--- src/rtl/wsi_pattern_source.sv ---
// WSI master that emits runs of fixed-length messages carrying a lane-indexed counting pattern.
// Supports zero-length messages, inter-message gaps, slave back-pressure and abort at message boundaries.
module wsi_pattern_source #(
  parameter int WSI_M0_DATAPATH_WIDTH = 32
) (
  input  logic                               wciS0_Clk,
  input  logic                               wciS0_MReset_n,
  input  logic                               start,
  input  logic                               abort,
  input  logic [11:0]                        msg_words,
  input  logic [15:0]                        msg_count,
  input  logic [7:0]                         gap_cycles,
  input  logic [7:0]                         opcode,
  output logic                               busy,
  output logic                               done,
  output logic [31:0]                        words_sent,
  output logic [2:0]                         wsiM0_MCmd,
  output logic                               wsiM0_MReqLast,
  output logic                               wsiM0_MBurstPrecise,
  output logic [11:0]                        wsiM0_MBurstLength,
  output logic [WSI_M0_DATAPATH_WIDTH-1:0]   wsiM0_MData,
  output logic [WSI_M0_DATAPATH_WIDTH/8-1:0] wsiM0_MByteEn,
  output logic [7:0]                         wsiM0_MReqInfo,
  input  logic                               wsiM0_SThreadBusy,
  output logic                               wsiM0_MReset_n,
  input  logic                               wsiM0_SReset_n
);

  localparam int DW    = WSI_M0_DATAPATH_WIDTH;
  localparam int LANES = DW / 32;
  localparam int BEW   = DW / 8;

  generate
    if (!(DW == 32 || DW == 64 || DW == 128 || DW == 256)) begin : g_bad_width
      $error("wsi_pattern_source: WSI_M0_DATAPATH_WIDTH must be 32, 64, 128 or 256");
    end
  endgenerate

  localparam logic [1:0] ST_IDLE = 2'd0;
  localparam logic [1:0] ST_SEND = 2'd1;
  localparam logic [1:0] ST_GAP  = 2'd2;
  localparam logic [1:0] ST_DONE = 2'd3;

  localparam logic [2:0] CMD_IDLE = 3'h0;
  localparam logic [2:0] CMD_WR   = 3'h1;

  logic [1:0]      state_q, state_d;
  logic [11:0]     words_q, words_d;
  logic [15:0]     count_q, count_d;
  logic [7:0]      gap_q, gap_d;
  logic [7:0]      opcode_q, opcode_d;
  logic [11:0]     word_idx_q, word_idx_d;
  logic [15:0]     msg_idx_q, msg_idx_d;
  logic [7:0]      gap_cnt_q, gap_cnt_d;
  logic            abort_q, abort_d;
  logic [31:0]     pat_q, pat_d;
  logic [31:0]     words_sent_q, words_sent_d;
  logic [2:0]      mcmd_q, mcmd_d;
  logic            last_q, last_d;
  logic [11:0]     blen_q, blen_d;
  logic [DW-1:0]   data_q, data_d;
  logic [BEW-1:0]  be_q, be_d;
  logic [7:0]      info_q, info_d;

  logic [11:0]     burst_len;
  logic            zero_len;
  logic            last_word;
  logic            can_send;
  logic            abort_now;
  logic            msg_final;
  logic [31:0]     pat_base;
  logic [DW-1:0]   pattern_data;

  assign zero_len  = (words_q == 12'd0);
  assign burst_len = zero_len ? 12'd1 : words_q;
  assign last_word = (word_idx_q == burst_len - 12'd1);
  assign can_send  = !wsiM0_SThreadBusy && wsiM0_SReset_n;
  assign abort_now = abort_q || abort;
  assign msg_final = (count_q != 16'd0) && (msg_idx_q + 16'd1 == count_q);
  assign pat_base  = pat_q * 32'(LANES);

  genvar gi;
  generate
    for (gi = 0; gi < LANES; gi++) begin : g_lane
      assign pattern_data[32*gi +: 32] = pat_base + 32'(gi);
    end
  endgenerate

  always_comb begin
    state_d      = state_q;
    words_d      = words_q;
    count_d      = count_q;
    gap_d        = gap_q;
    opcode_d     = opcode_q;
    word_idx_d   = word_idx_q;
    msg_idx_d    = msg_idx_q;
    gap_cnt_d    = gap_cnt_q;
    abort_d      = abort_q;
    pat_d        = pat_q;
    words_sent_d = words_sent_q;
    mcmd_d       = CMD_IDLE;
    last_d       = 1'b0;
    blen_d       = blen_q;
    data_d       = data_q;
    be_d         = '0;
    info_d       = info_q;

    case (state_q)
      ST_IDLE: begin
        if (start) begin
          words_d    = msg_words;
          count_d    = msg_count;
          gap_d      = gap_cycles;
          opcode_d   = opcode;
          word_idx_d = 12'd0;
          msg_idx_d  = 16'd0;
          abort_d    = 1'b0;
          state_d    = ST_SEND;
        end
      end
      ST_SEND: begin
        if (abort) abort_d = 1'b1;
        // A message that has not started yet is itself a boundary, so abort may end the run here.
        if (word_idx_q == 12'd0 && abort_now) begin
          state_d = ST_DONE;
        end else if (can_send) begin
          mcmd_d       = CMD_WR;
          last_d       = last_word;
          blen_d       = burst_len;
          info_d       = opcode_q;
          data_d       = zero_len ? '0 : pattern_data;
          be_d         = zero_len ? '0 : '1;
          words_sent_d = words_sent_q + 32'd1;
          if (!zero_len) pat_d = pat_q + 32'd1;
          if (last_word) begin
            word_idx_d = 12'd0;
            msg_idx_d  = msg_idx_q + 16'd1;
            if (msg_final || abort_now) begin
              state_d = ST_DONE;
            end else if (gap_q != 8'd0) begin
              state_d   = ST_GAP;
              gap_cnt_d = gap_q;
            end
          end else begin
            word_idx_d = word_idx_q + 12'd1;
          end
        end
      end
      ST_GAP: begin
        if (abort) abort_d = 1'b1;
        if (gap_cnt_q <= 8'd1) state_d = ST_SEND;
        else gap_cnt_d = gap_cnt_q - 8'd1;
      end
      ST_DONE: state_d = ST_IDLE;
      default: state_d = ST_IDLE;
    endcase
  end

  always_ff @(posedge wciS0_Clk or negedge wciS0_MReset_n) begin
    if (!wciS0_MReset_n) begin
      state_q      <= ST_IDLE;
      words_q      <= '0;
      count_q      <= '0;
      gap_q        <= '0;
      opcode_q     <= '0;
      word_idx_q   <= '0;
      msg_idx_q    <= '0;
      gap_cnt_q    <= '0;
      abort_q      <= 1'b0;
      pat_q        <= '0;
      words_sent_q <= '0;
      mcmd_q       <= CMD_IDLE;
      last_q       <= 1'b0;
      blen_q       <= '0;
      data_q       <= '0;
      be_q         <= '0;
      info_q       <= '0;
    end else begin
      state_q      <= state_d;
      words_q      <= words_d;
      count_q      <= count_d;
      gap_q        <= gap_d;
      opcode_q     <= opcode_d;
      word_idx_q   <= word_idx_d;
      msg_idx_q    <= msg_idx_d;
      gap_cnt_q    <= gap_cnt_d;
      abort_q      <= abort_d;
      pat_q        <= pat_d;
      words_sent_q <= words_sent_d;
      mcmd_q       <= mcmd_d;
      last_q       <= last_d;
      blen_q       <= blen_d;
      data_q       <= data_d;
      be_q         <= be_d;
      info_q       <= info_d;
    end
  end

  assign busy                = (state_q == ST_SEND) || (state_q == ST_GAP);
  assign done                = (state_q == ST_DONE);
  assign words_sent          = words_sent_q;
  assign wsiM0_MCmd          = mcmd_q;
  assign wsiM0_MReqLast      = last_q;
  assign wsiM0_MBurstPrecise = 1'b1;
  assign wsiM0_MBurstLength  = blen_q;
  assign wsiM0_MData         = data_q;
  assign wsiM0_MByteEn       = be_q;
  assign wsiM0_MReqInfo      = info_q;
  assign wsiM0_MReset_n      = wciS0_MReset_n;

endmodule

--- config.mk ---
export PLATFORM = sky130hd
export DESIGN_NAME = wsi_pattern_source
export DESIGN_NICKNAME = d
export VERILOG_FILES = /design/src/rtl/wsi_pattern_source.sv
export SDC_FILE = /design/constraint.sdc
export NUM_CORES = 1
export LEC_CHECK = 0
export BUFFER_PORTS_ARGS = -buffer_cell sky130_fd_sc_hd__buf_2
export CORE_ASPECT_RATIO = 0.8
export CORE_UTILIZATION = 55
export CTS_CLUSTER_SIZE = 12
export DETAILED_ROUTE_END_ITERATION = 12
export HOLD_SLACK_MARGIN = 0.03
export PLACE_DENSITY = 0.77
export REMOVE_ABC_BUFFERS = 1
export SLEW_MARGIN = 20
export SYNTH_ARGS = -nofsm -noshare
export SYNTH_HDL_FRONTEND = slang
export SYNTH_SLANG_ARGS = --single-unit
--- constraint.sdc ---
create_clock -name wciS0_Clk -period 4.35 [get_ports wciS0_Clk]
set_clock_uncertainty 0.1 [all_clocks]
set_input_delay 0.435 -clock wciS0_Clk [delete_from_list [all_inputs] [get_ports wciS0_Clk]]
set_output_delay 0.435 -clock wciS0_Clk [all_outputs]
set_load 0.02 [all_outputs]
* Word level (Yosys, flattened, before mapping)
Index checks and enable logic that the tools add are counted.
** Storage, ports and cells
- Register bits :: 207
- Input bits :: 50
- Output and inout port bits :: 96
- Word-level logic and storage cells :: 107
** Cells by class
- $add $sub $neg :: 6
- $lt $le $gt $ge :: 1
- Eq/ne operators :: 17
- Muxes and demuxes :: 40
- Bitwise gates (word level) :: 2
- Reduce and logical (&&, ||, !) cells :: 24
** Operators with widths (number)
- adder 32 x 1 -> 32 bit, second input constant :: 2
- 2-to-1 mux 16 bit :: 4
- 2-to-1 mux 12 bit :: 5
- 2-to-1 mux 8 bit :: 6
- 2-to-1 mux 32 bit :: 1
- one-hot mux 16 bit (2 select lines) :: 1
- logical NOT 12 bit :: 2
- one-hot mux 12 bit (2 select lines) :: 1
- adder 16 x 1 -> 16 bit, second input constant :: 1
- == test 16 bit :: 1
- 2-to-1 mux 4 bit :: 4
- != test 2 bit, second input constant :: 8
- one-hot mux 8 bit (2 select lines) :: 1
- nonzero test 16 bit :: 1
- 2-to-1 mux 2 bit :: 7
- adder 12 x 1 -> 12 bit, second input constant :: 1
- == test 12 bit :: 1
- subtractor 12 x 1 -> 12 bit, second input constant :: 1
- AND reduction 5 bit :: 2
- <= comparator 8 x 1 -> 1 bit, second input constant :: 1
- 2-to-1 mux 1 bit :: 8
- one-hot mux 2 bit (4 select lines) :: 1
- AND reduction 4 bit :: 2
- nonzero test 8 bit :: 1
- 17 further kinds :: 27

* Depth between registers and ports, before layout
- Depth in word-level cells :: 9
- Depth in mapped cells :: 16
- Mapped depth without buffers :: 12

* Least setup slack after synthesis
Ideal clock, no wire load.
- Kind :: register to register
- Start :: reg words_q[0]
- End :: reg gap_cnt_q[7]
- Library setup time :: 0.145 ns
- Data arrival time :: 3.111 ns
- Data required time :: 4.105 ns
- Slack :: 0.994 ns
- Cell stages (with the launch flop) :: 14
- Path buffers :: 1
- Period minus slack after synthesis :: 3.356 ns
- Path through :: dfrtp_1 > nor4_4 > and3_1 > buf_2 > nor2_1 > ha_1 > xnor3_1 > nand3_1 > a211oi_1 > nand3_1 > nor3_4 > o2111ai_2 > a2111oi_0 > a221oi_1
** Between the ends
- Word-level cells in the longest chain between the ends :: 6
** Ends and longest elaborated chain
- start: declaration :: RTL line 48 : logic [11:0] words_q, words_d;
- start signal: assignment :: RTL line 180 : words_q <= words_d;
- logical NOT 12 bit :: RTL line 74 : assign zero_len = (words_q == 12'd0);
- 2-to-1 mux 12 bit (*) :: RTL line 75 : assign burst_len = zero_len ? 12'd1 : words_q;
- subtractor 12 x 1 -> 12 bit (*) :: RTL line 76 : assign last_word = (word_idx_q == burst_len - 12'd1);
- == test 12 bit (*) :: RTL line 76
- != test 2 bit (no line) (*)
- AND reduction 7 bit (no line) (*)
- end signal: assignment :: RTL line 186 : gap_cnt_q <= gap_cnt_d;
- end: declaration :: RTL line 54 : logic [7:0] gap_cnt_q, gap_cnt_d;
Mark *: on every way between the ends. The rest lies on a longest branch, timed or not.
A chain may end at the register's enable or synchronous reset.

* Worst setup path in the final report
- Start :: reg words_q[4]
- End :: reg msg_idx_q[3]
** Between the ends
- Word-level cells in the longest chain between the ends :: 6
** Ends and longest elaborated chain
- logical NOT 12 bit :: RTL line 74
- 2-to-1 mux 12 bit (*) :: RTL line 75
- subtractor 12 x 1 -> 12 bit (*) :: RTL line 76
- == test 12 bit (*) :: RTL line 76
- != test 2 bit (no line) (*)
- AND reduction 5 bit (no line) (*)
- end signal: assignment :: RTL line 185 : msg_idx_q <= msg_idx_d;
- end: declaration :: RTL line 53 : logic [15:0] msg_idx_q, msg_idx_d;
Marks and branches as above.

==> metrics <==
outcome finished, final reports clean; global router's overall resource usage 24.4%; Ys Warns 0; R2R cell count 12; antenna violations before repair 0; final core occ 65.9%; DRC 0; DRT Pass-1 Iters 5; Area Overhead vs Synth 15.0%; Sink Count 202; Post-Synthesis Cell Area 10100 um^2; Slowest-stage cell, CP nor4_1; Multi-input gate area 4670 um^2; commonest non-fill, non-tap cell in the layout dfrtp_1; first-pass GRT wire length 37.7 mm; static leakage 5.69 nW; startpoint types register; dpl ws 0.263 ns; Final setup viols 0; PwrDens 597 nW/um^2; total number of vias 7800; vias per cell 5.71; register area share after synthesis 50.0%; die span in x 154 um; crit path time final 4.10 ns; placed insts 1326; post-synth top area cell dfrtp_1; fin crit share 94.2%; asr flop ratio synth 100%; htree depth 1; Cell Chain, Critical Path nor4_1, and3_1, nor2_1, ha_1, nor3b_2, and4_1, a211o_1, a21o_1, and2b_1, a21oi_4, nor2_1, o22ai_1; global route overflow 0; WS Path Type register to register; CP max FO 16; Critical Path RT 4.67 ns; Pins Over Slew Limit 0; fraction of layout cells with a size suffix above 1 22.6%; hold path startpoint msg_count[0]; diodes inserted 0; drt wl/cell 16.4 um; Final #Nets 1191; Worst Hold Class input pin to register; r2r endpoint msg_idx_q[3]$_DFFE_PN0P_; Post-DP HPWL 15.3 mm; most frequent cells in the layout dfrtp_1, nand2_1, buf_2, nand3_1, xnor2_1; Cell Count, Final, Fillers Out 1365; DRT iter0 DRCs 621; Filler cells 1437; Initial Util 57.3%; die height 123 um; syn_area_per_cell 10.1 um^2; clk slew on worst S/H paths 0.06 ns; slew at the pin closest to its max-slew limit 0.989 ns; Synth Flop Type dfrtp_1; final hold viol count 0; Worst EP arrival 4.42 ns; Max Cap Viol 0; cell mode on critical path nor2_1; #FFs+latches synth 202; clk_lat worst skew 0.51 ns; routability cong. 0.942; reg-to-reg startpoint words_q[4]$_DFFE_PN0P_; Final ANT Viol Nets 0; post-synth top area share 50.0%; I/O pin cnt 146; Area contributors post-synth dfrtp_1, nand2_1, xnor2_1; Max Fclk 244 MHz; WHS Endpoint count_q[0]$_DFFE_PN0P_; slowest stage delay, CP 0.50 ns; drt total wl 22.4 mm; pin count of the biggest net entering global routing 129; vias in the first global route 7452; Netlist cell types 73; Max Root-Sink Buffers 3; EDFF count, synth 0; R2R setup slack 0.25 ns; VDD IR max 0.300 mV; CP endpoint kind register; hold depth 2; num rows 43; root buf cell clkbuf_16; worst setup margin 0.253 ns; die area 18900 um^2; Register Area 5050 um^2; CTS tree built; cell count after synthesis 1004; total CTS buffers 22; IO Port Bufs 142; Core Region 17600 um^2; worst rel slew slack 33.9%
## how the worst max path moves through the flow
stage / start / to / slack (ns) / depth (start not counted)
3_5_place_dp: words_q[4]$_DFFE_PN0P_ / msg_idx_q[3]$_DFFE_PN0P_ / 0.26 / 12
2_1_floorplan: state_q[1]$_DFFE_PN0P_ / words_sent[27]$_DFFE_PN0P_ / 0.29 / 10
3_3_place_gp: words_q[4]$_DFFE_PN0P_ / gap_cnt_q[7]$_DFFE_PN0P_ / 0.50 / 12
4_1_cts: words_q[4]$_DFFE_PN0P_ / msg_idx_q[3]$_DFFE_PN0P_ / 0.26 / 12
5_1_grt: words_q[4]$_DFFE_PN0P_ / msg_idx_q[3]$_DFFE_PN0P_ / -0.006 / 12
6_report: words_q[4]$_DFFE_PN0P_ / msg_idx_q[3]$_DFFE_PN0P_ / 0.25 / 12
## cell type report
cell class	count	area share, %
clock buffer	31	5.37
inverter	24	0.775
timing repair buffer	156	7.24
clock inverter	4	0.517
sequential	202	43.5
multi-input combinational	723	40.2
tap	225	2.42
## kinds of logic after synthesis
kind of cell | share of synthesized area, %
compound gates | 8.84
xor+xnor | 8.63
fa+ha+maj | 1.49
buf+inv | 3.91
flops | 50.0
mux | 6.52
other cells | 0.0743
simple gates | 20.5
## cells in the mapped netlist, drive strengths merged (3+ instances only)
| cell | number |
|---|---|
| dfrtp | 202 |
| nand2 | 184 |
| nand3 | 78 |
| xnor2 | 62 |
| nor2 | 56 |
| mux2 | 47 |
| xor2 | 35 |
| clkbuf | 32 |
| o21ai | 29 |
| buf | 24 |
| inv | 24 |
| nand4 | 23 |
| and3 | 22 |
| nor4 | 16 |
| o31ai | 15 |
| a21oi | 13 |
| mux2i | 13 |
| or3 | 13 |
| ha | 12 |
| nor3 | 11 |
| a21o | 7 |
| a211oi | 6 |
| o211ai | 6 |
| o22ai | 6 |
| a221oi | 5 |
| and4 | 5 |
| a31oi | 4 |
| and2 | 4 |
| o2111ai | 4 |
| o31a | 4 |
| a211o | 3 |
| a2bb2oi | 3 |
| and2b | 3 |
| nand2b | 3 |
| or2 | 3 |
| or4 | 3 |
## critical path, delay by kind of cell, from the launching register on
| kind | cells | cell delay [ns] |
|---|---|---|
| and+or+nand+nor | 7 | 1.94 |
| AOI/OAI and AO/OA | 4 | 1.24 |
| DFF | 1 | 0.48 |
| adders and majority gates | 1 | 0.25 |
## power by group
| group | internal (mW) | switching, mW | leakage, nW | total (mW) |
|---|---|---|---|---|
| Clock | 1.05 | 0.727 | 0.335 | 1.78 |
| Sequential | 2.32 | 0.489 | 2.64 | 2.81 |
| Combinational | 0.987 | 1.36 | 2.71 | 2.35 |
| Total | 4.36 | 2.58 | 5.69 | 6.94 |
## what timing repair did
action	CTS	global route
resized for setup	0	1
hold endpoints to repair	1	0
hold buffers	1	0
buffers inserted	0	3
setup endpoints to repair	0	11
## per-stage QoR
stage | power [mW] | hold WS (ns) | area (um^2) | setup TNS [ns]
after floorplan | 4.41 | 0.0394 | 9800 | 0
after global placement | 5.06 | 0.338 | 10900 | 0
after detailed placement | 5.15 | 0.349 | 10900 | 0
after CTS | 6.95 | 0.0462 | 11600 | 0
after global routing | 7.39 | 0.0489 | 11600 | -0.00576
final | 6.94 | 0.0566 | 11600 | 0
## per-layer routing
metal	track usage [%]	routed length (um)	vias to the layer above
li1	-	-	3730
met1	35.4	10600	3765
met2	38.3	10100	264
met3	3.79	1220	41
met4	6.56	472	0
met5	0	0	-
## registers in the layout, summed over array words and instances (netlist names)
register and cells:
gap_q 8, wsiM0_MCmd 1, msg_idx_q 16, gap_cnt_q 8, wsiM0_MBurstLength 12, wsiM0_MReqInfo 8, opcode_q 8, wsiM0_MReqLast 1
words_sent 32, abort_q 1, words_q 12, state_q 2, count_q 16, word_idx_q 12, pat_q 32, wsiM0_MData 32
wsiM0_MByteEn 1
(Power assumes the default switching activity.)
